$ cat src/rtl/mmss_countdown_timer_if.sv
// -----------------------------------------------------------------------------
// mmss_countdown_timer_if
//
// Purpose:
//   Bundles the keypad/control strobes and the display/status outputs of the
//   MM:SS countdown timer so the controller and the timer can be connected
//   with a single port.
//
// Parameters:
//   MIN_DIGITS  number of BCD minute digits (1..4); total digits ND = MIN_DIGITS+2
//
// Signals (direction as seen from the timer, i.e. the slave modport):
//   tick       in   1       one-cycle pulse per second
//   key_valid  in   1       one-cycle strobe, key_digit valid
//   key_digit  in   4       entered digit, legal 0..9
//   start      in   1       one-cycle strobe, start/resume
//   stop       in   1       one-cycle strobe, pause/cancel
//   clear      in   1       one-cycle strobe, cancel and zero
//   digits     out  4*ND    BCD value, [3:0] sec ones, [7:4] sec tens, minutes upward
//   state      out  2       0 IDLE, 1 RUN, 2 PAUSE, 3 DONE
//   running    out  1       state == RUN
//   zero       out  1       all digits zero
//   done       out  1       one-cycle pulse on entry to DONE
//
// Strobe semantics: every input strobe is a single-cycle pulse sampled on the
// rising clk edge; there is no back-pressure, so a strobe is either acted on
// in the cycle it is high or deliberately ignored according to the current
// state and the strobe priority clear > stop > start > key_valid/tick.
// -----------------------------------------------------------------------------
interface mmss_countdown_timer_if #(
    parameter int MIN_DIGITS = 2
);
    localparam int ND = MIN_DIGITS + 2;

    logic              tick;
    logic              key_valid;
    logic [3:0]        key_digit;
    logic              start;
    logic              stop;
    logic              clear;
    logic [4*ND-1:0]   digits;
    logic [1:0]        state;
    logic              running;
    logic              zero;
    logic              done;

    // Keypad decoder / controller side.
    modport master (
        output tick,
        output key_valid,
        output key_digit,
        output start,
        output stop,
        output clear,
        input  digits,
        input  state,
        input  running,
        input  zero,
        input  done
    );

    // Timer side.
    modport slave (
        input  tick,
        input  key_valid,
        input  key_digit,
        input  start,
        input  stop,
        input  clear,
        output digits,
        output state,
        output running,
        output zero,
        output done
    );
endinterface

$ cat src/rtl/mmss_countdown_timer.sv
// -----------------------------------------------------------------------------
// mmss_countdown_timer
//
// Purpose:
//   Multi-digit MM:SS countdown timer for the microwave controller. Digits are
//   entered by shifting keypad digits in from the right, the value counts down
//   on an external 1 Hz tick through a BCD borrow chain (seconds ones mod 10,
//   seconds tens mod 6, minute digits mod 10), and a run/pause/done state
//   machine sequences the whole thing.
//
// Parameters:
//   MIN_DIGITS  number of BCD minute digits (1..4); total digits ND = MIN_DIGITS+2
//
// Ports:
//   clk   in   system clock, rising edge
//   clrn  in   asynchronous active-low reset
//   bus   slave modport of mmss_countdown_timer_if (strobes in, digits/status out)
//
// Build option:
//   TIMER_ADD30_EN  when defined, start on a zero value in IDLE loads 00:30 and
//                   runs, and start while running adds 30 seconds (saturating
//                   at all-9 minutes, 59 seconds). When undefined, both of
//                   those starts are ignored.
//
// Outputs digits, state and done are registered; running and zero are decoded
// combinationally from the registered state and digits.
// -----------------------------------------------------------------------------
module mmss_countdown_timer #(
    parameter int MIN_DIGITS = 2
) (
    input  logic                    clk,
    input  logic                    clrn,
    mmss_countdown_timer_if.slave   bus
);
    localparam int ND = MIN_DIGITS + 2;
    localparam int W  = 4 * ND;

    typedef enum logic [1:0] {
        ST_IDLE  = 2'd0,
        ST_RUN   = 2'd1,
        ST_PAUSE = 2'd2,
        ST_DONE  = 2'd3
    } state_t;

    state_t          state_q, state_d;
    logic [W-1:0]    digits_q, digits_d;
    logic            done_q, done_d;
    logic            zero_w;

    // -------------------------------------------------------------------------
    // One-second decrement through the BCD borrow chain. The borrow starts at
    // the seconds-ones digit and ripples upward only while digits are zero.
    // The seconds-tens digit wraps to 5; a keyed-in tens value above 5 simply
    // decrements, so 0:99 counts 0:98, 0:97, ... rather than being corrected.
    // -------------------------------------------------------------------------
    function automatic logic [W-1:0] dec_bcd(input logic [W-1:0] v);
        logic [W-1:0] r;
        logic         borrow;
        logic [3:0]   d;
        r      = v;
        borrow = 1'b1;
        for (int i = 0; i < ND; i++) begin
            d = v[4*i +: 4];
            if (borrow) begin
                if (d == 4'd0) begin
                    r[4*i +: 4] = (i == 1) ? 4'd5 : 4'd9;
                end else begin
                    r[4*i +: 4] = d - 4'd1;
                    borrow      = 1'b0;
                end
            end
        end
        return r;
    endfunction

`ifdef TIMER_ADD30_EN
    // -------------------------------------------------------------------------
    // Add 30 seconds. Seconds are handled as a binary value s = tens*10+ones
    // so that keyed-in values like 0:99 still add correctly; a result of 60
    // or more gives back 60 and carries one into the BCD minute digits. A
    // carry out of the top minute digit saturates the display at 9..9:59.
    // -------------------------------------------------------------------------
    function automatic logic [W-1:0] add30(input logic [W-1:0] v);
        logic [W-1:0] r;
        logic [7:0]   s;
        logic         carry;
        logic [3:0]   d;
        r     = v;
        s     = 8'(v[7:4]) * 8'd10 + 8'(v[3:0]) + 8'd30;
        carry = 1'b0;
        if (s >= 8'd60) begin
            s     = s - 8'd60;
            carry = 1'b1;
        end
        r[7:4] = 4'(s / 8'd10);
        r[3:0] = 4'(s % 8'd10);
        for (int i = 2; i < ND; i++) begin
            d = v[4*i +: 4];
            if (carry) begin
                if (d >= 4'd9) begin
                    r[4*i +: 4] = 4'd0;
                end else begin
                    r[4*i +: 4] = d + 4'd1;
                    carry       = 1'b0;
                end
            end
        end
        if (carry) begin
            for (int i = 2; i < ND; i++) begin
                r[4*i +: 4] = 4'd9;
            end
            r[7:0] = 8'h59;
        end
        return r;
    endfunction
`endif

    assign zero_w = (digits_q == '0);

    // -------------------------------------------------------------------------
    // State register
    // -------------------------------------------------------------------------
    always_ff @(posedge clk or negedge clrn) begin
        if (!clrn) begin
            state_q  <= ST_IDLE;
            digits_q <= '0;
            done_q   <= 1'b0;
        end else begin
            state_q  <= state_d;
            digits_q <= digits_d;
            done_q   <= done_d;
        end
    end

    // -------------------------------------------------------------------------
    // Next-state and next-digits logic. Each state resolves its strobes in
    // priority order clear > stop > start > key_valid/tick, so at most one
    // action is taken per cycle and a tick that arrives with a higher-priority
    // strobe is dropped.
    // -------------------------------------------------------------------------
    always_comb begin
        state_d  = state_q;
        digits_d = digits_q;
        done_d   = 1'b0;

        case (state_q)
            ST_IDLE: begin
                if (bus.clear) begin
                    digits_d = '0;
                end else if (bus.stop) begin
                    // stop has nothing to cancel here, but still masks a key
                end else if (bus.start) begin
                    if (!zero_w) begin
                        state_d = ST_RUN;
                    end
`ifdef TIMER_ADD30_EN
                    else begin
                        digits_d = W'(8'h30);
                        state_d  = ST_RUN;
                    end
`endif
                end else if (bus.key_valid && (bus.key_digit <= 4'd9)) begin
                    // Shift left one digit; the most significant digit falls off.
                    digits_d = {digits_q[W-5:0], bus.key_digit};
                end
            end

            ST_RUN: begin
                if (bus.clear) begin
                    state_d  = ST_IDLE;
                    digits_d = '0;
                end else if (bus.stop) begin
                    state_d = ST_PAUSE;
                end
`ifdef TIMER_ADD30_EN
                else if (bus.start) begin
                    digits_d = add30(digits_q);
                end
`endif
                else if (bus.tick) begin
                    // The last second lands on zero and finishes; a zero value
                    // in RUN is treated the same way rather than wrapping.
                    if ((digits_q == W'(1)) || zero_w) begin
                        digits_d = '0;
                        state_d  = ST_DONE;
                        done_d   = 1'b1;
                    end else begin
                        digits_d = dec_bcd(digits_q);
                    end
                end
            end

            ST_PAUSE: begin
                if (bus.clear || bus.stop) begin
                    state_d  = ST_IDLE;
                    digits_d = '0;
                end else if (bus.start) begin
                    state_d = ST_RUN;
                end
            end

            ST_DONE: begin
                digits_d = '0;
                // Any user action acknowledges completion; a key press here
                // only leaves DONE and is not entered as a digit.
                if (bus.start || bus.stop || bus.clear || bus.key_valid) begin
                    state_d = ST_IDLE;
                end
            end

            default: begin
                state_d  = ST_IDLE;
                digits_d = '0;
            end
        endcase
    end

    // -------------------------------------------------------------------------
    // Outputs
    // -------------------------------------------------------------------------
    assign bus.digits  = digits_q;
    assign bus.state   = state_q;
    assign bus.running = (state_q == ST_RUN);
    assign bus.zero    = zero_w;
    assign bus.done    = done_q;

endmodule
$ cat src/flat_wrapper.sv
// flat-port wrapper written by rule: the top's interface ports become plain ports
module mmss_countdown_timer_flat 
#(
    parameter int MIN_DIGITS = 2
)
  (clk, clrn, bus_tick, bus_key_valid, bus_key_digit, bus_start, bus_stop, bus_clear, bus_digits, bus_state, bus_running, bus_zero, bus_done);
  mmss_countdown_timer_if #(.MIN_DIGITS(MIN_DIGITS)) bus_i ();
  input  logic clk;
  input  logic clrn;
  input wire logic [$bits(bus_i.tick)-1:0] bus_tick;
  input wire logic [$bits(bus_i.key_valid)-1:0] bus_key_valid;
  input wire logic [$bits(bus_i.key_digit)-1:0] bus_key_digit;
  input wire logic [$bits(bus_i.start)-1:0] bus_start;
  input wire logic [$bits(bus_i.stop)-1:0] bus_stop;
  input wire logic [$bits(bus_i.clear)-1:0] bus_clear;
  output wire logic [$bits(bus_i.digits)-1:0] bus_digits;
  output wire logic [$bits(bus_i.state)-1:0] bus_state;
  output wire logic [$bits(bus_i.running)-1:0] bus_running;
  output wire logic [$bits(bus_i.zero)-1:0] bus_zero;
  output wire logic [$bits(bus_i.done)-1:0] bus_done;
  assign bus_i.tick = bus_tick;
  assign bus_i.key_valid = bus_key_valid;
  assign bus_i.key_digit = bus_key_digit;
  assign bus_i.start = bus_start;
  assign bus_i.stop = bus_stop;
  assign bus_i.clear = bus_clear;
  assign bus_digits = bus_i.digits;
  assign bus_state = bus_i.state;
  assign bus_running = bus_i.running;
  assign bus_zero = bus_i.zero;
  assign bus_done = bus_i.done;
  mmss_countdown_timer #(.MIN_DIGITS(MIN_DIGITS)) u_core (.clk(clk), .clrn(clrn), .bus(bus_i));
endmodule
$ cat config.mk
export PLATFORM = sky130hd
export DESIGN_NAME = mmss_countdown_timer_flat
export DESIGN_NICKNAME = d
export VERILOG_FILES = /design/src/rtl/mmss_countdown_timer_if.sv /design/src/rtl/mmss_countdown_timer.sv /design/src/flat_wrapper.sv
export SDC_FILE = /design/constraint.sdc
export NUM_CORES = 1
export LEC_CHECK = 0
export ABC_AREA = 1
export CAP_MARGIN = 5
export CORE_MARGIN = 2
export CORE_UTILIZATION = 45
export CTS_BUF_LIST = sky130_fd_sc_hd__clkbuf_4
export CTS_CLUSTER_DIAMETER = 150
export DETAILED_ROUTE_END_ITERATION = 7
export GPL_TIMING_DRIVEN = 0
export PLACE_DENSITY = 0.7
export SYNTH_ARGS = -nofsm -noshare
export SYNTH_HDL_FRONTEND = slang
export SYNTH_SLANG_ARGS = --single-unit
$ cat constraint.sdc
create_clock -name clk -period 1.7 [get_ports clk]
set_input_delay 0.17 -clock clk [delete_from_list [all_inputs] [get_ports clk]]
set_output_delay 0.17 -clock clk [all_outputs]
set_load 0.005 [all_outputs]
======== Yosys cells after proc, flatten, opt, wreduce, memory -nomap -nowiden ========
Index checks and enable logic that the tools add are counted.
word-level totals
  flip-flop bits (word level) ............. 19
  bits of input ports ..................... 11
  output and inout bits ................... 21
  word-level logic and storage cells ...... 103
cells by class
  $add $sub $neg .......................... 4
  order comparisons ....................... 1
  eq/ne operators ......................... 21
  muxes and demuxes ....................... 54
  reductions and logical operators ........ 17
operators with widths
  kind                                                                      number
  16-bit two-way mux                                                        9
  16-bit one-hot mux with 4 select lines                                    1
  4-bit two-way mux                                                         7
  1-bit two-way mux                                                         25
  2-bit two-way mux                                                         11
  7-bit AND reduction                                                       3
  16-bit by 1-bit equality test with 1-bit output (second input constant)   1
  16-bit logical NOT                                                        1
  4-bit logical NOT                                                         4
  4-bit by 1-bit subtractor with 4-bit output (second input constant)       4
  3-bit inequality test (second input constant)                             4
  4-bit by 2-bit inequality test with 1-bit output (second input constant)  3
  2-bit inequality test (second input constant)                             4
  2-bit one-hot mux with 4 select lines                                     1
  8-bit AND reduction                                                       1
  3-bit by 2-bit inequality test with 1-bit output (second input constant)  2
  6-bit AND reduction                                                       1
  1-bit logical OR                                                          5
  2-bit equality test (second input constant)                               2
  4-bit less-or-equal comparator (second input constant)                    1
  2-bit by 1-bit inequality test with 1-bit output (second input constant)  2
  4-bit by 3-bit inequality test with 1-bit output (second input constant)  1
  4-bit inequality test (second input constant)                             1
  2-bit by 1-bit equality test with 1-bit output (second input constant)    1
  other kinds (2)                                                           2

======== Longest topological paths before layout ========
Gate-level depths: netlist of the first run.
  depth in word-level cells ............... 25
  depth in mapped cells ................... 12
  mapped depth without buffers ............ 12

======== Worst setup path after synthesis of the first run ========
OpenSTA, ideal clock, no wires.
  kind .................................... register -> register
  start point ............................. register u_core.digits_q[4], in the netlist u_core.bus.digits[4]
  end point ............................... register u_core.digits_q[10], in the netlist u_core.bus.digits[10]
  setup time .............................. 0.116 ns
  arrival time ............................ 1.392 ns
  data required time ...................... 1.584 ns
  slack ................................... 0.191 ns
  stages on the path, launching flop included .. 10
  buffers on the path ..................... 0
  period minus slack after synthesis ...... 1.509 ns
  cells stage by stage .................... dfrtp_1 inv_1 ha_1 nand3_1 nor2_4 nand2_2 nand3_1 nand2_4 nand2_1 nand2_1
on the way
  longest elaborated chain between the ends .. 10
  elaborated cells between the ends (all ways) .. 18
  classes of those cells .................. 2 x eq/ne; 12 x mux; 4 x reduce/logical
ends and longest elaborated chain
  what                                                               line                         source
  start: declaration                                                 mmss_countdown_timer.sv:46   logic [W-1:0] digits_q, digits_d;
  start signal: assignment                                           mmss_countdown_timer.sv:130  digits_q <= digits_d;
  4-bit logical NOT                                                  mmss_countdown_timer.sv:65   if (d == 4'd0) begin
  1-bit two-way mux                                                  mmss_countdown_timer.sv:65
  1-bit two-way mux                                                  mmss_countdown_timer.sv:64   if (borrow) begin
  1-bit two-way mux                                                  mmss_countdown_timer.sv:183  if ((digits_q == W'(1)) || zero_w) begin
  1-bit two-way mux                                                  mmss_countdown_timer.sv:180  else if (bus.tick) begin
  1-bit two-way mux                                                  mmss_countdown_timer.sv:172  end else if (bus.stop) begin
  1-bit two-way mux                                                  mmss_countdown_timer.sv:169  if (bus.clear) begin
  1-bit two-way mux                                                  mmss_countdown_timer.sv:146  case (state_q)
  4-bit by 2-bit inequality test with 1-bit output (no source line)  --
  7-bit AND reduction (no source line)                               --
Several ways; a longest one is shown, not always the timed one. The select of a mux whose other input is x is not followed.
A chain may end at the register's enable or synchronous reset.

======== Worst setup path in the final report of the first run ========
  start point ............................. register u_core.digits_q[4], in the netlist u_core.bus.digits[4]
  end point ............................... register u_core.digits_q[7], in the netlist u_core.bus.digits[7]
on the way
  longest elaborated chain between the ends .. 8
  elaborated cells between the ends (all ways) .. 14
  classes of those cells .................. 1 x add/sub; 2 x eq/ne; 7 x mux; 4 x reduce/logical
ends and longest elaborated chain
  what                                                                              line
  4-bit by 1-bit subtractor with 4-bit output or 4-bit logical NOT (tied branches)  mmss_countdown_timer.sv:68, mmss_countdown_timer.sv:65
  4-bit two-way mux                                                                 mmss_countdown_timer.sv:65
  4-bit two-way mux                                                                 mmss_countdown_timer.sv:64
  16-bit two-way mux                                                                mmss_countdown_timer.sv:183
  16-bit two-way mux                                                                mmss_countdown_timer.sv:180
  16-bit two-way mux                                                                mmss_countdown_timer.sv:172
  16-bit two-way mux                                                                mmss_countdown_timer.sv:169
  16-bit one-hot mux with 4 select lines                                            mmss_countdown_timer.sv:146
Several ways; a longest one is shown, not always the timed one. The select of a mux whose other input is x is not followed.

==> impl_metrics.py, run 1 <==
metrics = {
    "logic_synthesis": {
        "synth_ff_type": "dfrtp_1",
        "ys_types": 25,
        "netlist.area_leader.share_pct": 31.0,
        "synth_cells": 232,
        "synth_area_mm2": 0.00153,
        "yosysSeqAreaShare_pct": 31.0,
        "syn-mean-instance-area_um2": 6.61,
        "yosys.area.top_type": "dfrtp_1",
        "synth_edf_count": 0,
        "synth_commonest_cells": "nand2_1, inv_1, nand3_1, nor2_1, dfrtp_1",
        "ys_ff_latch": 19,
        "syn_nets": 250,
        "async_flop_share_pct": 100,
        "ys_warn_count": 0,
        "synthTopCellsByArea": "dfrtp_1, nand2_1, inv_1",
        "yosysMostFrequentCell": "nand2_1",
    },
    "floorplan": {
        "ios": 32,
        "fp.dieH_um": 62.4,
        "core-area_mm2": 0.00331,
        "dieArea_mm2": 0.00389,
        "die_w_um": 62.4,
        "num_rows": 21,
        "start_util_pct": 46.3,
    },
    "clock_network": {
        "cts.sinks": 19,
        "holdBufCountCts": 0,
        "cts_tree": "done",
        "clock_path_buffers": 2,
        "cts_buffers": 3,
        "cts_htree_levels": 1,
        "clk_pin_slew_ns": 0.11,
        "worst_skew_pair.late_latency_ns": 0.30,
        "clock_tree.root_cell": "clkbuf_4",
    },
    "final_layout": {
        "fin_cells": 345,
        "drive_above_1_share_pct": 30.4,
        "layout.nets": 318,
        "fin_area_mm2": 0.00233,
        "area_growth_pct": 52.1,
        "antenna_cells": 0,
    },
    "drt": {
        "drt_iter0_markers": 85,
        "wire_per_inst_um": 12.7,
        "vias_per_cell": 4.86,
        "routed_wl_um": 4370,
        "ant_nets": 0,
        "vias": 1677,
        "route.detailed.drc": 0,
        "first_pass_iters": 4,
    },
    "critical_path": {
        "start_kind": "flip-flop",
        "worst-endpoint-required_ns": 1.95,
        "crit_type": "flip-flop to flip-flop",
        "r2r-end": "u_core.bus.digits[7]",
        "cp.arrival_ns": 1.95,
        "timing.rr.start": "u_core.bus.digits[4]",
        "worst-path-max-fanout": 10,
        "reg2regPathDepth": 11,
        "cp-end-kind": "flip-flop",
        "r2r_setup_slack_ns": -0.004,
    },
    "global_route": {
        "grt_max_degree": 20,
        "grt_pass1_wl_um": 6800,
        "grt_busiest_layer": "met2",
        "met3_usage_pct": 4.17,
        "track_usage_pct": 21.6,
        "use_met2_pct": 36.0,
        "overflow": 0,
        "met1_usage_pct": 29.5,
        "antenna_found_initial": 0,
        "first_global_vias": 1524,
    },
    "status": {
        "outcome": "finished with violations",
        "violations": "setup timing",
    },
    "timing": {
        "fin_crit_ns": 1.70,
        "relSlewSlack_pct": 41.0,
        "clock.fmax_mhz": 587,
        "finClkSkew_ns": 0.00600,
        "setup-violations-final": 1,
        "post-route-period-util_pct": 100,
        "finalHoldViolations": 0,
        "tightest_slew_ns": 0.882,
        "fin_ws_ns": -0.00365,
        "drv_slew": 0,
    },
    "pwr": {
        "irDropWorstVdd_v": 0.000945,
        "total_leakage_power_nw": 1.15,
        "powerDensity_mw_per_mm2": 1810,
    },
    "placed_design": {
        "port_buffers": 31,
        "dp.cells": 309,
        "hpwl_um": 2740,
        "gp_congestion": 0.827,
        "placed_cell_area_mm2": 0.00190,
    },
    "worst_hold_path": {
        "hold_path_class": "input pin to asynchronous set/reset pin",
    },
    "job": {
        "maxCapViolCount": 0,
    },
}
through the flow:
stage               power, mW  hold slack (ns)  utilization, %  setup WS [ns]  TNS [ns]
floorplan                2.25           -0.126               -          0.191         0
global placement         2.93            0.495            57.4         -0.225    -0.818
detailed placement       2.94            0.494            57.4         -0.231    -0.970
CTS                      3.56            0.376            63.1        -0.0382   -0.0382
global route             4.60            0.411            70.4        -0.0648    -0.128
finish                   4.22            0.353            70.4       -0.00365  -0.00365
layer usage:
metal	routed length (µm)	share of wire, %	up-vias
met5	0	0	-
met4	47	1.1	0
met3	198	4.5	6
met2	2150	49	41
met1	1970	45	767
li1	-	-	863
cell type report:
| class | count | area (µm²) |
|---|---|---|
| Sequential cell | 19 | 479 |
| Timing Repair Buffer | 63 | 546 |
| Clock buffer | 4 | 30.0 |
| Fill cell | 274 | 980 |
| Tap cell | 46 | 57.6 |
| Multi-Input combinational cell | 175 | 1060 |
| Inverter | 36 | 143 |
| Buffer | 2 | 12.5 |
state kept, by name, summed over array words and instances (netlist names):
register / cells
u_core.bus.state: 2
u_core.bus.digits: 16
u_core.bus.done: 1
cells by family (layout without fill, tap and decap cells):
family | Yosys count | after routing | share of synthesized area [%]
compound gates | 19 | 19 | 6.77
xor+xnor | 3 | 3 | 1.71
fa+ha+maj | 7 | 7 | 5.71
buf+inv | 38 | 105 | 10.1
flops | 19 | 19 | 31.0
simple gates | 146 | 146 | 44.7
power by group:
group | switching, mW | leakage (nW) | internal (mW)
Sequential | 0.183 | 0.248 | 0.610
Clock | 0.143 | 0.0184 | 0.107
Combinational | 1.67 | 0.883 | 1.50
Total | 2.00 | 1.15 | 2.22
cell usage in the layout, fill, tap and decap left out, drive strengths merged:
cell type / instances
a21oi: 3
buf: 34
clkbuf: 5
clkdlybuf4s50: 30
dfrtp: 19
ha: 7
inv: 36
nand2: 91
nand3: 21
nand4: 5
nor2: 26
nor3: 3
o21ai: 13
o21bai: 1
o22ai: 2
xnor2: 2
xor2: 1
timing repair:
action | 4_1_cts | 5_1_grt
pin swaps | 2 | 8
endpoints found under the setup margin | 16 | 17
setup buffers | 14 | 18
hold endpoints to repair | 0 | 0
resized for setup | 24 | 24
worst max path at each step:
stage / slack, ns / depth (start not counted) / start / to
2_1_floorplan: 0.19 / 9 / u_core.bus.digits[4] / u_core.bus.digits[10]
3_3_place_gp: -0.23 / 7 / u_core.bus.digits[0] / bus_zero
3_5_place_dp: -0.23 / 7 / u_core.bus.digits[1] / bus_zero
4_1_cts: -0.04 / 7 / u_core.bus.digits[0] / bus_zero
5_1_grt: -0.06 / 11 / u_core.bus.digits[0] / u_core.bus.digits[7]
6_report: -0.004 / 11 / u_core.bus.digits[4] / u_core.bus.digits[7]
critical path, stage by stage (launching register included):
cell and delay (ns):
dfrtp_1 0.40, inv_2 0.07, ha_4 0.17, nand3_4 0.10, nor2_4 0.04, buf_4 0.12, buf_4 0.14, nand2_8 0.12
nand2_4 0.09, o21ai_0 0.25, nand2_1 0.09, nand2_1 0.06
Note: power is estimated with default switching activity, not from simulation.
==> inputs of run 2 (changes only) <==
Settings changed: PLACE_DENSITY 0.7 to 0.72.
==> run 2 against run 1 <==
Against the previous run:
- the run now ends clean
- design area down 4.2%
- non-clock buffer count down 3
- die area unchanged
- utilization down 3.0 points
- sequential share of layout area up 0.91 points
- via count about the same
- hold slack worse by 0.019 ns
- global-route usage down 0.069 points
- count of clock-buffer cells in the layout unchanged
==> impl_metrics.py, run 2 (synthesis gave the netlist of run 1 again) <==
metrics = {
    "floorplan": {
        "core-area_mm2": 0.00331,
        "num_rows": 21,
        "die_w_um": 62.4,
        "start_util_pct": 46.3,
        "dieArea_mm2": 0.00389,
        "ios": 32,
        "fp.dieH_um": 62.4,
    },
    "final_layout": {
        "area_growth_pct": 45.6,
        "layout.nets": 315,
        "final_cell_mix": "nand2_1, buf_4, clkdlybuf4s50_1",
        "fin_area_mm2": 0.00223,
        "final_common_cell": "nand2_1",
        "antenna_cells": 0,
        "drive_above_1_share_pct": 27.7,
        "largest_reg_flops": 16,
    },
    "global_route": {
        "track_usage_pct": 21.5,
        "met3_usage_pct": 3.80,
        "grt_busiest_layer": "met2",
        "use_met2_pct": 37.0,
        "overflow": 0,
        "first_global_vias": 1514,
        "met1_usage_pct": 28.0,
        "grt_pass1_wl_um": 6750,
        "antenna_found_initial": 0,
        "grt_max_degree": 20,
    },
    "timing": {
        "finClkSkew_ns": 0.00530,
        "drv_slew": 0,
        "whs_ns": 0.335,
        "relSlewSlack_pct": 43.2,
        "fin_crit_ns": 1.64,
        "tightest_slew_ns": 0.849,
        "clock.fmax_mhz": 611,
        "post-route-period-util_pct": 96.2,
        "setup-violations-final": 0,
        "finalHoldViolations": 0,
    },
    "clock_network": {
        "cts_tree": "done",
        "cts.sinks": 19,
        "cts_buffers": 3,
        "clock_path_buffers": 2,
        "cts_htree_levels": 1,
        "clk_pin_slew_ns": 0.11,
        "worst_skew_pair.late_latency_ns": 0.31,
        "clock_tree.root_cell": "clkbuf_4",
    },
    "pwr": {
        "total_leakage_power_nw": 1.14,
        "irDropWorstVdd_v": 0.000910,
        "powerDensity_mw_per_mm2": 1760,
    },
    "drt": {
        "drt_iter0_markers": 75,
        "first_pass_iters": 4,
        "route.detailed.drc": 0,
        "routed_wl_um": 4100,
        "vias": 1676,
        "vias_per_cell": 4.90,
        "wire_per_inst_um": 12.0,
        "ant_nets": 0,
    },
    "critical_path": {
        "crit_top_cell": "inv_1",
        "crit_chain": "inv_1 -> ha_2 -> nand2_2 -> nor2_4 -> nand3_2 -> inv_1 -> clkbuf_2",
        "critPathMaxStageDelay_ns": 0.42,
        "cp_slowest_cell": "dfrtp_2",
        "worst-endpoint-required_ns": 1.53,
        "start_kind": "flip-flop",
        "cp.arrival_ns": 1.47,
        "crit_type": "flip-flop to primary output",
        "cp-end-kind": "primary output",
        "worst-path-max-fanout": 2,
    },
    "placed_design": {
        "placed_cell_area_mm2": 0.00190,
        "gp_congestion": 0.832,
        "hpwl_um": 2720,
        "port_buffers": 31,
    },
    "status": {
        "outcome": "finished clean",
    },
    "worst_hold_path": {
        "hold_path_class": "input pin to asynchronous set/reset pin",
    },
    "job": {
        "maxCapViolCount": 0,
    },
}
[run 2: changes by cell type in the layout (fill, tap and decap cells not counted), sizes merged]
| cell | previous run | this run |
|---|---|---|
| dlymetal6s2s | 0 | 1 |
| clkdlybuf4s50 | 30 | 29 |
| buf | 34 | 31 |
[run 2: area by class of cell]
class | count | area (µm²)
Sequential cell | 19 | 479
Buffer | 2 | 12.5
Tap cell | 46 | 57.6
Multi-Input combinational cell | 175 | 985
Timing Repair Buffer | 60 | 526
Clock buffer | 4 | 30.0
Fill cell | 294 | 1080
Inverter | 36 | 143
[run 2: path summary, 6_finish.rpt]
check	endpoint	slack (ns)	from	cells past startpoint
setup reg to reg	u_core.bus.digits[15]	0.09	u_core.bus.digits[0]	12
min in group clk	u_core.bus.done	0.46	bus_tick	3
hold / removal	u_core.bus.digits[13]	0.33	clrn	1
setup / recovery	bus_zero	0.06	u_core.bus.digits[0]	7
max in group asynchronous	u_core.bus.state[0]	0.78	clrn	1
hold reg to reg	u_core.bus.digits[15]	0.55	u_core.bus.digits[15]	2
[run 2: critical path: cells and delay by family, from the launching register on]
kind	cells	cell delay (ns)
buffers and inverters	3	0.24
AND/OR/NAND/NOR	3	0.31
adder cells (fa/ha/maj)	1	0.19
flip-flops	1	0.42
[run 2: through the flow]
step / setup TNS (ns) / utilization [%] / total power [mW] / worst slack [ns] / std cells
5_1_grt: -0.0153 / 67.4 / 4.27 / -0.00925 / 342
3_5_place_dp: -1.06 / 57.4 / 2.94 / -0.227 / 309
3_3_place_gp: -0.803 / 57.4 / 2.92 / -0.237 / 309
6_report: 0 / 67.4 / 3.93 / 0.0643 / 342
4_1_cts: -0.0270 / 64.5 / 3.65 / -0.0270 / 332
2_1_floorplan: 0 / - / 2.25 / 0.191 / 232
[run 2: where the power goes]
group	internal, mW	switching [mW]	total, mW
Combinational	1.35	1.53	2.88
Clock	0.108	0.145	0.252
Sequential	0.611	0.179	0.791
[run 2: what timing repair did]
item / CTS / global route
buffers inserted: 19 / 10
gates resized for setup: 25 / 10
endpoints found under the setup margin: 16 / 18
hold buffers: 0 / 0
pin swaps: 5 / 7
[run 2: per-layer routing]
layer | routed length (µm) | share of wire (%)
met1 | 1890 | 46
met4 | 68 | 1.7
met3 | 172 | 4.2
met5 | 0 | 0
met2 | 1970 | 48
==> inputs of run 3 (changes only) <==
Settings changed: TNS_END_PERCENT set to 20.
==> run 3 against run 2 <==
Against the previous run:
- sequential power barely moved
- utilization fell by 0.30 points
- worst setup slack got worse by 0.033 ns
- total power fell by 0.16%
==> impl_metrics.py, run 3 (synthesis gave the netlist of run 1 again) <==
metrics = {
    "final_layout": {
        "area_growth_pct": 45.0,
        "final_cell_mix": "nand2_1, clkdlybuf4s50_1, buf_4",
        "finish.utilization_pct": 67.1,
        "fin_area_mm2": 0.00222,
        "antenna_cells": 0,
        "largest_reg_flops": 16,
        "drive_above_1_share_pct": 27.5,
        "fin_cells": 341,
        "layout.nets": 314,
        "final_common_cell": "nand2_1",
    },
    "pwr": {
        "pwr-share-comb_pct": 73.3,
        "finalPower_mw": 3.92,
        "cell_internal_pwr_mw": 2.05,
        "total_leakage_power_nw": 1.12,
        "powerDensity_mw_per_mm2": 1760,
        "p_clk_share_pct": 6.5,
        "switching_share_pct": 47.6,
        "power.switching_mw": 1.86,
        "irDropWorstVdd_v": 0.000910,
        "pwr-share-seq_pct": 20.2,
    },
    "drt": {
        "wire_per_inst_um": 12.1,
        "vias": 1692,
        "ant_nets": 0,
        "vias_per_cell": 4.96,
        "drt_iter0_markers": 90,
        "routed_wl_um": 4130,
        "first_pass_iters": 4,
        "route.detailed.drc": 0,
    },
    "floorplan": {
        "die_w_um": 62.4,
        "fp.dieH_um": 62.4,
        "dieArea_mm2": 0.00389,
        "start_util_pct": 46.3,
        "core-area_mm2": 0.00331,
        "ios": 32,
        "num_rows": 21,
    },
    "timing": {
        "clock.fmax_mhz": 599,
        "fin_ws_ns": 0.0310,
        "tightest_slew_ns": 0.846,
        "finClkSkew_ns": 0.00629,
        "setup-violations-final": 0,
        "finalSetupTns_ns": 0,
        "fin_crit_ns": 1.67,
        "drv_slew": 0,
        "relSlewSlack_pct": 43.4,
        "finalHoldViolations": 0,
        "rsz0062_at_grt": "yes",
        "whs_ns": 0.329,
        "post-route-period-util_pct": 98.2,
    },
    "clock_network": {
        "cts_buffers": 3,
        "clock_tree.root_cell": "clkbuf_4",
        "cts.sinks": 19,
        "holdBufCountCts": 0,
        "cts_htree_levels": 1,
        "clock_path_buffers": 2,
        "worst_skew_pair.late_latency_ns": 0.31,
        "cts_tree": "done",
        "clk_pin_slew_ns": 0.11,
    },
    "placed_design": {
        "gp_congestion": 0.832,
        "hpwl_um": 2720,
        "port_buffers": 31,
        "place_ws_ns": -0.227,
        "dp.cells": 309,
        "placed_cell_area_mm2": 0.00190,
    },
    "critical_path": {
        "reg2regPathDepth": 12,
        "timing.rr.start": "u_core.bus.digits[0]",
        "cp-end-kind": "primary output",
        "crit_type": "flip-flop to primary output",
        "start_kind": "flip-flop",
        "cp.arrival_ns": 1.50,
        "worst-endpoint-required_ns": 1.53,
        "r2r_setup_slack_ns": 0.08,
        "r2r-end": "u_core.bus.digits[15]",
        "worst-path-max-fanout": 5,
    },
    "status": {
        "outcome": "finished clean",
    },
    "global_route": {
        "first_global_vias": 1514,
        "overflow": 0,
        "track_usage_pct": 21.5,
        "antenna_found_initial": 0,
        "grt_pass1_wl_um": 6750,
        "grt_max_degree": 20,
    },
    "worst_hold_path": {
        "hold_path_class": "input pin to asynchronous set/reset pin",
    },
    "job": {
        "maxCapViolCount": 0,
    },
}
==> run 3: changes by cell type in the layout (fill, tap and decap cells not counted), sizes merged <==
cell	previous run	this run
dlymetal6s2s	1	0
buf	31	30
clkdlybuf4s50	29	30
==> run 3: worst max-delay path, stage by stage, from the launching register on <==
cell	delay [ns]
dfrtp_1	0.47
nor2_4	0.20
clkdlybuf4s50_1	0.53
==> run 3: power by group through the flow <==
stage | clock network [mW] | registers, mW | logic [mW]
final | 0.255 | 0.790 | 2.87
after global routing | 0.288 | 0.809 | 3.16
after CTS | 0.269 | 0.782 | 2.60
after detailed placement | 0 | 0.806 | 2.14
after global placement | 0 | 0.807 | 2.12
after floorplan | 0 | 0.782 | 1.47
==> run 3: area by class of cell <==
class / count / area (µm²)
sequential: 19 / 479
multi-input combinational: 175 / 985
clock buffer: 4 / 30.0
inverter: 36 / 143
tap: 46 / 57.6
timing repair buffer: 59 / 515
fill: 297 / 1090
buffer: 2 / 12.5
==> run 3: worst max path at each step <==
stage                       endpoint            startpoint  slack (ns)
6_report                 bus_running   u_core.bus.state[1]        0.03
5_1_grt                  bus_running   u_core.bus.state[0]       -0.04
4_1_cts                     bus_zero  u_core.bus.digits[0]       -0.03
3_5_place_dp                bus_zero  u_core.bus.digits[0]       -0.23
3_3_place_gp                bus_zero  u_core.bus.digits[0]       -0.24
2_1_floorplan  u_core.bus.digits[10]  u_core.bus.digits[4]        0.19
==> run 3: repair_timing <==
action	CTS	global route
resized for setup	25	9
buffers inserted	19	9
pin swaps	5	6
setup endpoints to repair	16	18
==> run 3: metal layers <==
metal	vias to the layer above	GRT usage, %	routed length (µm)
li1	862	-	-
met3	7	3.80	168
met2	39	37.0	1970
met1	784	28.0	1920
met5	-	0	0
met4	0	5.83	68
